==> config.mk <==
export PLATFORM = sky130hd
export DESIGN_NAME = song_sequencer
export DESIGN_NICKNAME = d
export VERILOG_FILES = /design/src/rtl/song_sequencer_pkg.sv /design/src/rtl/song_sequencer_gap_timer.sv /design/src/rtl/song_sequencer.sv
export SDC_FILE = /design/constraint.sdc
export NUM_CORES = 1
export LEC_CHECK = 0
export ABC_AREA = 1
export CAP_MARGIN = 20
export CORE_UTILIZATION = 25
export CTS_CLUSTER_DIAMETER = 40
export CTS_CLUSTER_SIZE = 14
export DETAILED_ROUTE_END_ITERATION = 16
export GPL_ROUTABILITY_DRIVEN = 0
export GPL_TIMING_DRIVEN = 0
export PLACE_DENSITY = 0.42
export SLEW_MARGIN = 20
export SYNTH_ARGS = -nofsm -noshare
export SYNTH_HDL_FRONTEND = slang
export SYNTH_SLANG_ARGS = --single-unit
==> constraint.sdc <==
create_clock -name i_clk -period 2.1 [get_ports i_clk]
set_input_delay 0.21 -clock i_clk [delete_from_list [all_inputs] [get_ports i_clk]]
set_output_delay 0.21 -clock i_clk [all_outputs]
set_load 0.05 [all_outputs]
==> src/rtl/song_sequencer_pkg.sv <==
// -----------------------------------------------------------------------------
// song_sequencer_pkg
// Purpose : shared field widths, note-ROM word layout, FSM state encoding and
//           the ROM word decoder used by the song sequencer.
// Ports   : none (package).
// -----------------------------------------------------------------------------
package song_sequencer_pkg;

  localparam int OCTAVE_BITS    = 3;
  localparam int NOTE_BITS      = 3;
  localparam int LENGTH_BITS    = 3;
  localparam int FULL_NOTE_BITS = 4;
  localparam int ROM_W          = 12;

  // Note ROM word layout; bit 0 is reserved and never decoded.
  localparam int END_BIT  = 11;
  localparam int REST_BIT = 10;
  localparam int OCT_MSB  = 9;
  localparam int OCT_LSB  = 7;
  localparam int NOTE_MSB = 6;
  localparam int NOTE_LSB = 4;
  localparam int LEN_MSB  = 3;
  localparam int LEN_LSB  = 1;

  localparam logic [NOTE_BITS-1:0] NOTE_INVALID = 3'd7;

  typedef enum logic [2:0] {
    ST_IDLE  = 3'd0,
    ST_FETCH = 3'd1,
    ST_LATCH = 3'd2,
    ST_PLAY  = 3'd3,
    ST_GAP   = 3'd4,
    ST_DONE  = 3'd5
  } seq_state_t;

  typedef struct packed {
    logic                   is_end;
    logic                   rest;
    logic [OCTAVE_BITS-1:0] octave;
    logic [NOTE_BITS-1:0]   note;
    logic [LENGTH_BITS-1:0] length;
  } rom_word_t;

  // Takes the word without its reserved bit 0, so indices match the layout.
  function automatic rom_word_t decode_word(input logic [ROM_W-1:1] w);
    rom_word_t d;
    d.is_end = w[END_BIT];
    d.rest   = w[REST_BIT];
    d.octave = w[OCT_MSB:OCT_LSB];
    d.note   = w[NOTE_MSB:NOTE_LSB];
    d.length = w[LEN_MSB:LEN_LSB];
    return d;
  endfunction

endpackage

==> src/rtl/song_sequencer_gap_timer.sv <==
// -----------------------------------------------------------------------------
// song_sequencer_gap_timer
// Purpose : loadable down-counter. After a load of N, o_expired goes high in
//           the N-th cycle after the load (N=0: expired in the very next cycle)
//           and stays high until the next load.
// Ports   : i_clk      - clock
//           i_rst_n    - synchronous active-low reset
//           i_load     - load i_load_val into the counter
//           i_load_val - cycles until expiry
//           o_expired  - counter has reached zero
// -----------------------------------------------------------------------------
module song_sequencer_gap_timer
  import song_sequencer_pkg::*;
#(
  parameter int CNT_W = 32
) (
  input  logic             i_clk,
  input  logic             i_rst_n,
  input  logic             i_load,
  input  logic [CNT_W-1:0] i_load_val,
  output logic             o_expired
);

  logic [CNT_W-1:0] r_cnt;

  // Counter: load wins, otherwise count down and park at zero.
  always_ff @(posedge i_clk) begin
    if (!i_rst_n) begin
      r_cnt <= {CNT_W{1'b0}};
    end else if (i_load) begin
      r_cnt <= i_load_val;
    end else if (r_cnt != {CNT_W{1'b0}}) begin
      r_cnt <= r_cnt - {{(CNT_W-1){1'b0}}, 1'b1};
    end else begin
      r_cnt <= r_cnt;
    end
  end

  assign o_expired = (r_cnt == {CNT_W{1'b0}});

endmodule

==> src/rtl/song_sequencer.sv <==
// -----------------------------------------------------------------------------
// song_sequencer
// Purpose : walks the note ROM starting at a song base address and hands one
//           note at a time to the tone generator, with a silent gap between
//           notes. Stops on an end-of-song marker or on i_stop.
// Options : SEQ_LOOP_EN - when defined, an end marker restarts the song from
//           the latched base (pulsing o_done per wrap) instead of finishing.
// Ports   : i_clk, i_rst_n     - clock, synchronous active-low reset
//           i_start            - begin playback at i_song_base (ignored if busy)
//           i_stop             - abort playback (beats start and snd_over)
//           i_song_base        - first ROM address of the song
//           i_full_note        - whole-note duration, latched at start
//           o_rom_addr         - note ROM address (1-cycle read latency)
//           i_rom_data         - note ROM word
//           o_snd_en           - tone generator enable (high for a whole note)
//           o_snd_octave/note/length/full_note - current note fields
//           i_snd_over         - tone generator finished the note
//           o_snd_mute         - buzzer gate (rest, invalid note, gap, idle)
//           o_busy             - high whenever not idle
//           o_done             - one-cycle pulse on normal end of song
// All outputs are registered.
// -----------------------------------------------------------------------------
module song_sequencer
  import song_sequencer_pkg::*;
#(
  parameter int          ADDR_W     = 8,
  parameter int unsigned GAP_CYCLES = 32'd1000000,
  parameter int unsigned OVER_MASK  = 32'd2
) (
  input  logic                      i_clk,
  input  logic                      i_rst_n,
  input  logic                      i_start,
  input  logic                      i_stop,
  input  logic [ADDR_W-1:0]         i_song_base,
  input  logic [FULL_NOTE_BITS-1:0] i_full_note,
  output logic [ADDR_W-1:0]         o_rom_addr,
  input  logic [ROM_W-1:0]          i_rom_data,
  output logic                      o_snd_en,
  output logic [OCTAVE_BITS-1:0]    o_snd_octave,
  output logic [NOTE_BITS-1:0]      o_snd_note,
  output logic [LENGTH_BITS-1:0]    o_snd_length,
  output logic [FULL_NOTE_BITS-1:0] o_snd_full_note,
  input  logic                      i_snd_over,
  output logic                      o_snd_mute,
  output logic                      o_busy,
  output logic                      o_done
);

  // The timers expire in the cycle whose index equals the load value, so the
  // gap loads N-1 to give exactly N silent cycles; a zero gap still gives one.
  localparam logic [31:0] C_GAP_LOAD  = (GAP_CYCLES == 32'd0) ? 32'd0 : (GAP_CYCLES - 32'd1);
  localparam logic [31:0] C_MASK_LOAD = OVER_MASK;

  seq_state_t                r_state;
  logic [ADDR_W-1:0]         r_addr;
  logic [ADDR_W-1:0]         r_base;
  logic                      r_en;
  logic [OCTAVE_BITS-1:0]    r_oct;
  logic [NOTE_BITS-1:0]      r_note;
  logic [LENGTH_BITS-1:0]    r_len;
  logic [FULL_NOTE_BITS-1:0] r_full;
  logic                      r_mute;
  logic                      r_busy;
  logic                      r_done;

  seq_state_t                w_next_state;
  logic [ADDR_W-1:0]         w_addr;
  logic [ADDR_W-1:0]         w_base;
  logic                      w_en;
  logic [OCTAVE_BITS-1:0]    w_oct;
  logic [NOTE_BITS-1:0]      w_note;
  logic [LENGTH_BITS-1:0]    w_len;
  logic [FULL_NOTE_BITS-1:0] w_full;
  logic                      w_mute;
  logic                      w_done;
  logic                      w_mask_load;
  logic                      w_gap_load;
  logic                      w_mask_expired;
  logic                      w_gap_expired;
  rom_word_t                 w_word;
  logic                      w_unused_reserved;

  assign w_word            = decode_word(i_rom_data[ROM_W-1:1]);
  assign w_unused_reserved = i_rom_data[0];

  // snd_over is stale-high right after snd_en rises; ignore it for a while.
  song_sequencer_gap_timer #(.CNT_W(32)) u_mask_timer (
    .i_clk      (i_clk),
    .i_rst_n    (i_rst_n),
    .i_load     (w_mask_load),
    .i_load_val (C_MASK_LOAD),
    .o_expired  (w_mask_expired)
  );

  song_sequencer_gap_timer #(.CNT_W(32)) u_gap_timer (
    .i_clk      (i_clk),
    .i_rst_n    (i_rst_n),
    .i_load     (w_gap_load),
    .i_load_val (C_GAP_LOAD),
    .o_expired  (w_gap_expired)
  );

  // Next-state and next-output logic; outputs are registered from these.
  always_comb begin
    w_next_state = r_state;
    w_addr       = r_addr;
    w_base       = r_base;
    w_en         = 1'b0;
    w_oct        = r_oct;
    w_note       = r_note;
    w_len        = r_len;
    w_full       = r_full;
    w_mute       = 1'b1;
    w_done       = 1'b0;
    w_mask_load  = 1'b0;
    w_gap_load   = 1'b0;

    if (i_stop) begin
      w_next_state = ST_IDLE;
    end else begin
      case (r_state)
        ST_IDLE: begin
          if (i_start) begin
            w_next_state = ST_FETCH;
            w_addr       = i_song_base;
            w_base       = i_song_base;
            w_full       = i_full_note;
          end else begin
            w_next_state = ST_IDLE;
          end
        end

        // r_addr is already on the ROM address bus; data arrives in LATCH.
        ST_FETCH: begin
          w_next_state = ST_LATCH;
        end

        ST_LATCH: begin
          if (w_word.is_end) begin
`ifdef SEQ_LOOP_EN
            w_next_state = ST_FETCH;
            w_addr       = r_base;
            w_done       = 1'b1;
`else
            w_next_state = ST_DONE;
            w_done       = 1'b1;
`endif
          end else begin
            w_next_state = ST_PLAY;
            w_en         = 1'b1;
            w_oct        = w_word.octave;
            w_len        = w_word.length;
            w_mask_load  = 1'b1;
            if (w_word.note == NOTE_INVALID) begin
              w_note = {NOTE_BITS{1'b0}};
              w_mute = 1'b1;
            end else begin
              w_note = w_word.note;
              w_mute = w_word.rest;
            end
          end
        end

        ST_PLAY: begin
          if (w_mask_expired && i_snd_over) begin
            w_next_state = ST_GAP;
            w_gap_load   = 1'b1;
          end else begin
            w_next_state = ST_PLAY;
            w_en         = 1'b1;
            w_mute       = r_mute;
          end
        end

        ST_GAP: begin
          if (w_gap_expired) begin
            w_next_state = ST_FETCH;
            w_addr       = r_addr + {{(ADDR_W-1){1'b0}}, 1'b1};
          end else begin
            w_next_state = ST_GAP;
          end
        end

        ST_DONE: begin
          w_next_state = ST_IDLE;
        end

        default: begin
          w_next_state = ST_IDLE;
        end
      endcase
    end
  end

  // State and output registers.
  always_ff @(posedge i_clk) begin
    if (!i_rst_n) begin
      r_state <= ST_IDLE;
      r_addr  <= {ADDR_W{1'b0}};
      r_base  <= {ADDR_W{1'b0}};
      r_en    <= 1'b0;
      r_oct   <= {OCTAVE_BITS{1'b0}};
      r_note  <= {NOTE_BITS{1'b0}};
      r_len   <= {LENGTH_BITS{1'b0}};
      r_full  <= {FULL_NOTE_BITS{1'b0}};
      r_mute  <= 1'b1;
      r_busy  <= 1'b0;
      r_done  <= 1'b0;
    end else begin
      r_state <= w_next_state;
      r_addr  <= w_addr;
      r_base  <= w_base;
      r_en    <= w_en;
      r_oct   <= w_oct;
      r_note  <= w_note;
      r_len   <= w_len;
      r_full  <= w_full;
      r_mute  <= w_mute;
      r_busy  <= (w_next_state != ST_IDLE);
      r_done  <= w_done;
    end
  end

  assign o_rom_addr      = r_addr;
  assign o_snd_en        = r_en;
  assign o_snd_octave    = r_oct;
  assign o_snd_note      = r_note;
  assign o_snd_length    = r_len;
  assign o_snd_full_note = r_full;
  assign o_snd_mute      = r_mute;
  assign o_busy          = r_busy;
  assign o_done          = r_done;

endmodule

==> flow_summary.toml <==
[run_status]
run_status = "finished, final reports clean"

[worst_setup_path]
cp-start-kind = "flip-flop"
timing.setup.critical_path_class = "flip-flop to output pin"
path_max_fanout = 6
timing.rr.start = "u_gap_timer.r_cnt[28]"
cp-end-kind = "output pin"
slowest_delay_ns = 0.87
worst_path_arrival_ns = 1.68
crit_buf_inv = 1
required_ns = 1.89
cp_cell_sequence = "clkdlybuf4s50_1"
startpoint = "o_rom_addr[2]"
worst_path_max_delay_cell = "sky130_fd_sc_hd__clkdlybuf4s50_1"
critical_path.top_delay_family = "buffers and inverters"

[synthesis]
synth_nets = 762
synth.top_cell.area_share_pct = 37.7
synthDominantAreaCellType = "sky130_fd_sc_hd__dfxtp_1"
postSynthRegisterBits = 92
netlist_instances = 728
synth_cell_type_count = 33
yosys_warnings = 0
mappedNetlistArea_um2 = 4890
synth_area_leaders = "sky130_fd_sc_hd__dfxtp_1 38%, sky130_fd_sc_hd__nor2_1 14%, sky130_fd_sc_hd__nand2_1 13%"
post_synthesis_sequential_area_ratio_pct = 37.7
synth.avg_cell_area_um2 = 6.72

[power]
leakage_nw = 2.59
post-layout-total-power_w = 0.0110
power_density_nw_per_um2 = 1830
irDropWorstVdd_mv = 0.628

[placed_design]
dpl_worst_slack_ns = 0.197
buffer_ports.inserted = 52
place.detailed.hpwl_mm = 10.9
dp_cells = 1040

[timing]
setup_slack_after_layout_ns = 0.209
maxSlewViolCount = 0
setup_total_negative_slack_ns = 0
hold_violations = 0
slew_headroom_pct = 53.7
fin_crit_ns = 1.89
fmax_mhz = 529
period_share_pct = 90.0
worst_slew_pin_slew_ns = 0.694
setup_viol = 0
finClkSkew_ns = 0.0107
setup_repair_after_global_routing_missed_its_margin = "false"

[layout]
layoutNonFillerInstCount = 1056
final_layout_size_suffix_gt1_share_pct = 7.54
post-route-util_pct = 31.8
n_antenna_cell = 0
finalNetCount = 825
flow.area_growth_from_synthesis_pct = 23.3

[floorplanning]
placement_rows = 50
die_y_um = 142
start_util_pct = 25.8
dieWidth_um = 142
fp.coreArea_um2 = 19000
die_area_um2 = 20100
io_pins = 54

[clock_tree]
cts-root-to-sink-buffers = 2
postCtsSetupRepairBufs = 0
tritoncts = "done"
clock_tree.root_cell = "sky130_fd_sc_hd__clkbuf_16"
clock_latency_ns = 0.36
cts-htree-levels = 3
numCtsBuffers = 9
clock_sinks = 92
clk_pin_slew_worst_setup_hold_paths_ns = 0.07
postCtsResizedCells = 0
post_cts_hold_buffer_count = 0

[hold_path]
hp_class = "input port to flip-flop"
origin_of_the_worst_min_delay_path = "i_full_note[1]"

[run]
max_cap_viol_count = 0

[routing]
detail_route.vias_per_cell = 4.46
dr.pass1.iters = 4
num_vias = 4712
wire_per_inst_um = 13.2
remaining_drc_errors = 0
drt_first_iter_violations = 200
postRouteAntennaNets = 0
detail_route.wirelength_mm = 13.9

[global_route]
grt_antenna_before_repair = 0
gr-usage-all-layers_pct = 14.7
grt_pass1_wl_mm = 22.8
grt_start_max_net_pins = 16
global_route_overflow = 0
first_global_vias = 4531
## sequential cells by signal, indices dropped and copies added, names as in the netlist
| signal | count |
|---|---|
| o_snd_full_note | 4 |
| o_snd_octave | 3 |
| o_rom_addr | 8 |
| o_snd_en | 1 |
| r_state | 3 |
| o_done | 1 |
| o_snd_note | 3 |
| u_mask_timer.r_cnt | 32 |
| o_snd_length | 3 |
| o_busy | 1 |
| o_snd_mute | 1 |
| u_gap_timer.r_cnt | 32 |
## Yosys cell counts (all sizes together)
cell / instances
nor3b: 1
buf: 10
nor2: 193
dfxtp: 92
inv: 42
and3: 1
nand3: 51
a32o: 2
clkbuf: 4
a21oi: 32
nand4: 20
a31oi: 1
or2: 7
xor2: 12
o21ai: 21
nand2: 179
ha: 5
xnor2: 34
a211oi: 1
nor3: 14
o21bai: 4
nand3b: 2
## layout make-up
type                       count  area [um^2]
fill                        2052        12900
multi-input combinational    580         2820
sequential                    92         1840
timing repair buffer          52          520
tap                          260          325
clock buffer                   9          225
inverter                      42          158
buffer                        14         76.3
clock inverter                 7         67.6
## cells by family (layout without fill, tap and decap cells)
kind of cell    count (synthesis)  count (layout)  synth area share, %
flops                          92              92                 37.7
buf+inv                        56             124                 4.78
xor+xnor                       46              46                 8.24
fa+ha+maj                       5               5                 1.28
compound gates                 61              61                 6.96
simple gates                  468             468                 41.1
## metrics by stage
step	area, um^2	hold slack, ns
after detailed placement	5740	0.454
final	6030	0.448
after global placement	5740	0.448
after global routing	6030	0.470
after CTS	6030	0.437
after floorplan	4890	0.345
## final timing paths
path | slack [ns] | depth (start not counted) | end
max reg2reg | 0.22 | 9 | u_gap_timer.r_cnt[14]
min | 0.45 | 3 | o_snd_full_note[1]
min reg2reg | 0.46 | 2 | o_snd_note[2]
max | 0.21 | 1 | o_rom_addr[2]
## power breakdown
part | switching [W] | internal, W | leakage (nW)
sequential | 0.000509 | 0.00229 | 0.751
clock | 0.000739 | 0.000917 | 0.137
combinational | 0.00424 | 0.00232 | 1.71
## placed cells by master (no fill, tap or decap), types with 3 or more instances in the layout
cell	count
sky130_fd_sc_hd__clkinvlp_4	3
sky130_fd_sc_hd__nand4_1	20
sky130_fd_sc_hd__inv_2	7
sky130_fd_sc_hd__buf_4	4
sky130_fd_sc_hd__ha_1	5
sky130_fd_sc_hd__xnor2_1	34
sky130_fd_sc_hd__nor3_1	13
sky130_fd_sc_hd__nor2_2	7
sky130_fd_sc_hd__dfxtp_1	92
sky130_fd_sc_hd__buf_2	6
sky130_fd_sc_hd__a21oi_1	32
sky130_fd_sc_hd__nand3_1	51
sky130_fd_sc_hd__clkdlybuf4s50_1	52
sky130_fd_sc_hd__o21ai_0	16
sky130_fd_sc_hd__clkinv_2	3
sky130_fd_sc_hd__clkbuf_1	3
sky130_fd_sc_hd__nand2_2	4
sky130_fd_sc_hd__nor2_1	182
sky130_fd_sc_hd__or2_2	7
sky130_fd_sc_hd__inv_1	35
sky130_fd_sc_hd__o21ai_1	4
sky130_fd_sc_hd__nand2_1	173
sky130_fd_sc_hd__nor2_4	3
sky130_fd_sc_hd__o21bai_1	4
sky130_fd_sc_hd__xor2_1	12
sky130_fd_sc_hd__clkbuf_16	9
## per-layer routing
| layer | part of all wire (%) | up-vias | GRT usage (%) |
|---|---|---|---|
| li1 | - | 2462 | - |
| met1 | 49 | 2146 | 19.3 |
| met2 | 44 | 92 | 23.4 |
| met3 | 5.3 | 12 | 3.91 |
| met4 | 1.3 | 0 | 4.41 |
| met5 | 0 | - | 0 |
(Power assumes the default switching activity.)
==> RTL edit 1: new RTL, same flow settings <==
`FULL_NOTE_BITS`: 4 -> 6.
--- a/src/rtl/song_sequencer_pkg.sv
+++ b/src/rtl/song_sequencer_pkg.sv
@@ -11,3 +11,3 @@
   localparam int LENGTH_BITS    = 3;
-  localparam int FULL_NOTE_BITS = 4;
+  localparam int FULL_NOTE_BITS = 6;
   localparam int ROM_W          = 12;
Ports: changed (resized i_full_note and o_snd_full_note); port bits go from 54 to 58. The function was not compared with the original's and may differ.
==> RTL edit 1 against the original RTL <==
- clock power down 8%
- cell area rose by 1.6%
- power down 10%
- wire length increased by 3.3%
- sequential cell count increased by 2
- synthesized area increased by 1.6%
- setup slack got worse by 0.0018 ns
- worst hold slack worse by 0.0028 ns
- largest power group unchanged
==> RTL edit 1: results (changes against the original RTL) <==
Status -> finished, final reports clean
Psw -> 4.874 mW (-11%)
Peak supply drop -> 0.4846 mV (-23%)
IO buf count -> 56 (+7.7%)
CP Data Arrival Time -> 2.10 ns (+0.42 ns)
First-pass GRT wire length -> 23.55 mm (+3.3%)
CP max FO -> 10 (+4)
DRT Wirelength -> 14.39 mm (+3.3%)
Leakage -> 2.633 nW (+1.5%)
Skew final -> 0.008294 ns (-0.002454 ns)
All-Layer GR Usage -> 0.1490 (+0.002191)
WL/cell -> 13.29 um (+0.71%)
Placed inst area -> 5861 um2 (+2.2%)
Detailed Place HPWL -> 11.09 mm (+1.7%)
Largest net degree at the start of global routing -> 15 (-1)
Synth area leaders -> dfxtp_1, nand2_1, nor2_1, nand3_1, xnor2_1
First DRT Iteration DRCs -> 208 (+4.0%)
Syn Area/Cell -> 6.660 um2 (-0.87%)
Via count -> 4772 (+1.3%)
Synth Flop Type -> dfxtp_1
Inst Count DP -> 1067 (+2.6%)
Unique masters post-synth -> 30 (-9.1%)
Seq/Total Area, Yosys -> 0.3787 (+0.002179)
Fraction of layout cells with a size suffix above 1 -> 0.06724 (-0.008140)
Nets -> 849 (+2.9%)
Synth Net Count -> 782 (+2.6%)
Vias in the first global route -> 4593 (+1.4%)
Worst slew pin tran -> 0.7116 ns (+0.01757 ns)
Dpl ws -> 0.1870 ns (-0.01020 ns)
RTL edit 1: changes by cell type in the layout (fill, tap and decap cells not counted), sizes merged, moves of 6 or more:
cell,delta
xnor2,-8
inv,+11
o21ai,+6
nor2,-8
a21oi,+7
nand4,+8
RTL edit 1: kinds of logic (layout without fill, tap and decap cells):
logic type,after synthesis,in the layout,synth area share
flops,94,94,0.3787
xor+xnor,37,37,0.06522
simple gates,471,471,0.4059
fa+ha+maj,5,5,0.01259
compound gates,72,72,0.07958
buf+inv,67,139,0.05792
RTL edit 1: worst paths after layout:
path                                startpoint                                 end  slack (ns)  depth (start not counted)
max          u_gap_timer.r_cnt[8]$_SDFFE_PP0P_  u_gap_timer.r_cnt[19]$_SDFFE_PN0P_        0.21                          7
min                             i_full_note[3]     o_snd_full_note[3]$_SDFFE_PN0P_        0.44                          3
max reg2reg  u_gap_timer.r_cnt[8]$_SDFFE_PP0P_  u_gap_timer.r_cnt[19]$_SDFFE_PN0P_        0.21                          7
min reg2reg       o_snd_octave[1]$_SDFFE_PN0P_        o_snd_octave[1]$_SDFFE_PN0P_        0.46                          1
RTL edit 1: layer usage:
layer,vias to the layer above,GRT usage,wire [um]
met4,0,0.04527,201
met3,15,0.03856,699
met5,-,0,0
met1,2134,0.2029,7322
met2,81,0.2285,6167
li1,2542,-,-
RTL edit 1: critical path: stages (launching register included):
cell and delay [ns]:
dfxtp_1 0.36, nor2_2 0.26, nand2_2 0.12, nor2_1 0.26, nand4_2 0.27, buf_2 0.28
nand3_1 0.13, a21oi_1 0.07
RTL edit 1: area by class of cell:
cell class	count	area (um2)
Clock inverter	5	25.02
Timing Repair Buffer	56	560.5
Clock buffer	11	242.7
Fill cell	2156	13330
Inverter	53	198.9
Multi-Input combinational cell	585	2799
Sequential cell	94	1882
Buffer	14	88.84
Tap cell	265	331.6
RTL edit 1: power groups by stage:
stage	clock (mW)	sequential [mW]	combinational (mW)
finish	1.53	2.71	5.66
global route	1.67	2.78	6.41
CTS	1.60	2.71	5.65
detailed placement	0	2.74	5.62
global placement	0	2.76	5.65
floorplan	0	2.69	4.31
==> RTL edit 2: new RTL, config.mk and constraints unchanged <==
Made on the original files. Reset style: asynchronous (`i_rst_n`), changed in 2 clocked blocks. Comments in the files are not updated.
--- a/src/rtl/song_sequencer_gap_timer.sv
+++ b/src/rtl/song_sequencer_gap_timer.sv
@@ -26,3 +26,3 @@
   // Counter: load wins, otherwise count down and park at zero.
-  always_ff @(posedge i_clk) begin
+  always_ff @(posedge i_clk or negedge i_rst_n) begin
     if (!i_rst_n) begin
--- a/src/rtl/song_sequencer.sv
+++ b/src/rtl/song_sequencer.sv
@@ -195,3 +195,3 @@
   // State and output registers.
-  always_ff @(posedge i_clk) begin
+  always_ff @(posedge i_clk or negedge i_rst_n) begin
     if (!i_rst_n) begin
Behaviour: differs if i_rst_n is asserted again (counterexample within 4 cycles, from zero or initial values and one cycle with i_rst_n low); with i_rst_n held inactive, the same outputs for 10 cycles.
==> RTL edit 2 against the original RTL <==
- utilization grew 0.10 points
- wire length grew 2.2%
- critical endpoint is now o_rom_addr[6]$_DFFE_PN0P_
- setup slack lost 0.035 ns
- cell area grew 8.1%
- largest cell class unchanged
- via count shrank 1.8%
- synthesized cell count shrank 4.9%
- sequential cell count is the same
- synthesized area grew 7.8%
- global-route usage shrank 0.73 points
Power is not compared: it rests on default switching activity, and its combinational part moved more than twofold at a synthesized area within 25%.
==> RTL edit 2: results (changes against the original RTL) <==
Async set-reset flop share out of synthesis -> 1.000 (+1.000)
Met3 GRT Util -> 0.02702 (-0.01213)
WL/cell -> 13.77 um (+4.4%)
Via count -> 4628 (-1.8%)
Clock network share of area -> 0.04968 (+0.001146)
Met2 GRT Util -> 0.2363 (+0.002460)
Delay-heaviest family, CP -> simple AND/OR/NAND/NOR gates
Grt met1 use -> 0.1770 (-0.01608)
Footprint of the multi-input gates -> 2660 um2 (-5.6%)
Largest net degree at the start of global routing -> 67 (+51)
Worst Setup EP -> o_rom_addr[6]$_DFFE_PN0P_
Vias in the first global route -> 4805 (+6.0%)
Unique masters post-synth -> 35 (+6.1%)
Wire length on met3 -> 415 um (-44%)
CP max FO -> 10 (+4)
Count leader, synth -> nand2_1
Fillers -> 2213 (+7.8%)
Status -> finished, final reports clean
FF+latch count -> 92 (unchanged)
Skew final -> 0.009132 ns (-0.001616 ns)
Hold buffer count at cts -> 1 (+1)
Routed length on met1 -> 6.706 mm (-2.4%)
Non-Clock Buffer Count -> 68 (+3.0%)
Fraction of layout cells with a size suffix above 1 -> 0.08901 (+0.01363)
Synth cell count leaders -> nand2_1, nor2_1, dfrtp_1
CP Data Arrival Time -> 2.16 ns (+0.48 ns)
==> RTL edit 2: cells by family after synthesis <==
group	share of synthesized area
flops	0.4368
fa+ha+maj	0.01186
buf+inv	0.06121
compound gates	0.04555
mux	0.008540
xor+xnor	0.08138
simple gates	0.3547
==> RTL edit 2: per-stage QoR <==
| stage | hold WS [ns] | utilization | instances | setup slack [ns] | instance area, um2 |
|---|---|---|---|---|---|
| floorplan | -0.08559 | - | 692 | 0.4276 | 5274 |
| detailed placement | 0.1022 | 0.3016 | 1015 | 0.09269 | 6161 |
| global route | 0.3156 | 0.3193 | 1034 | 0.003261 | 6523 |
| global placement | 0.4645 | 0.3002 | 1014 | -2.883 | 6132 |
| CTS | 0.2948 | 0.3179 | 1032 | 0.07427 | 6495 |
| finish | 0.2953 | 0.3193 | 1034 | 0.1747 | 6523 |
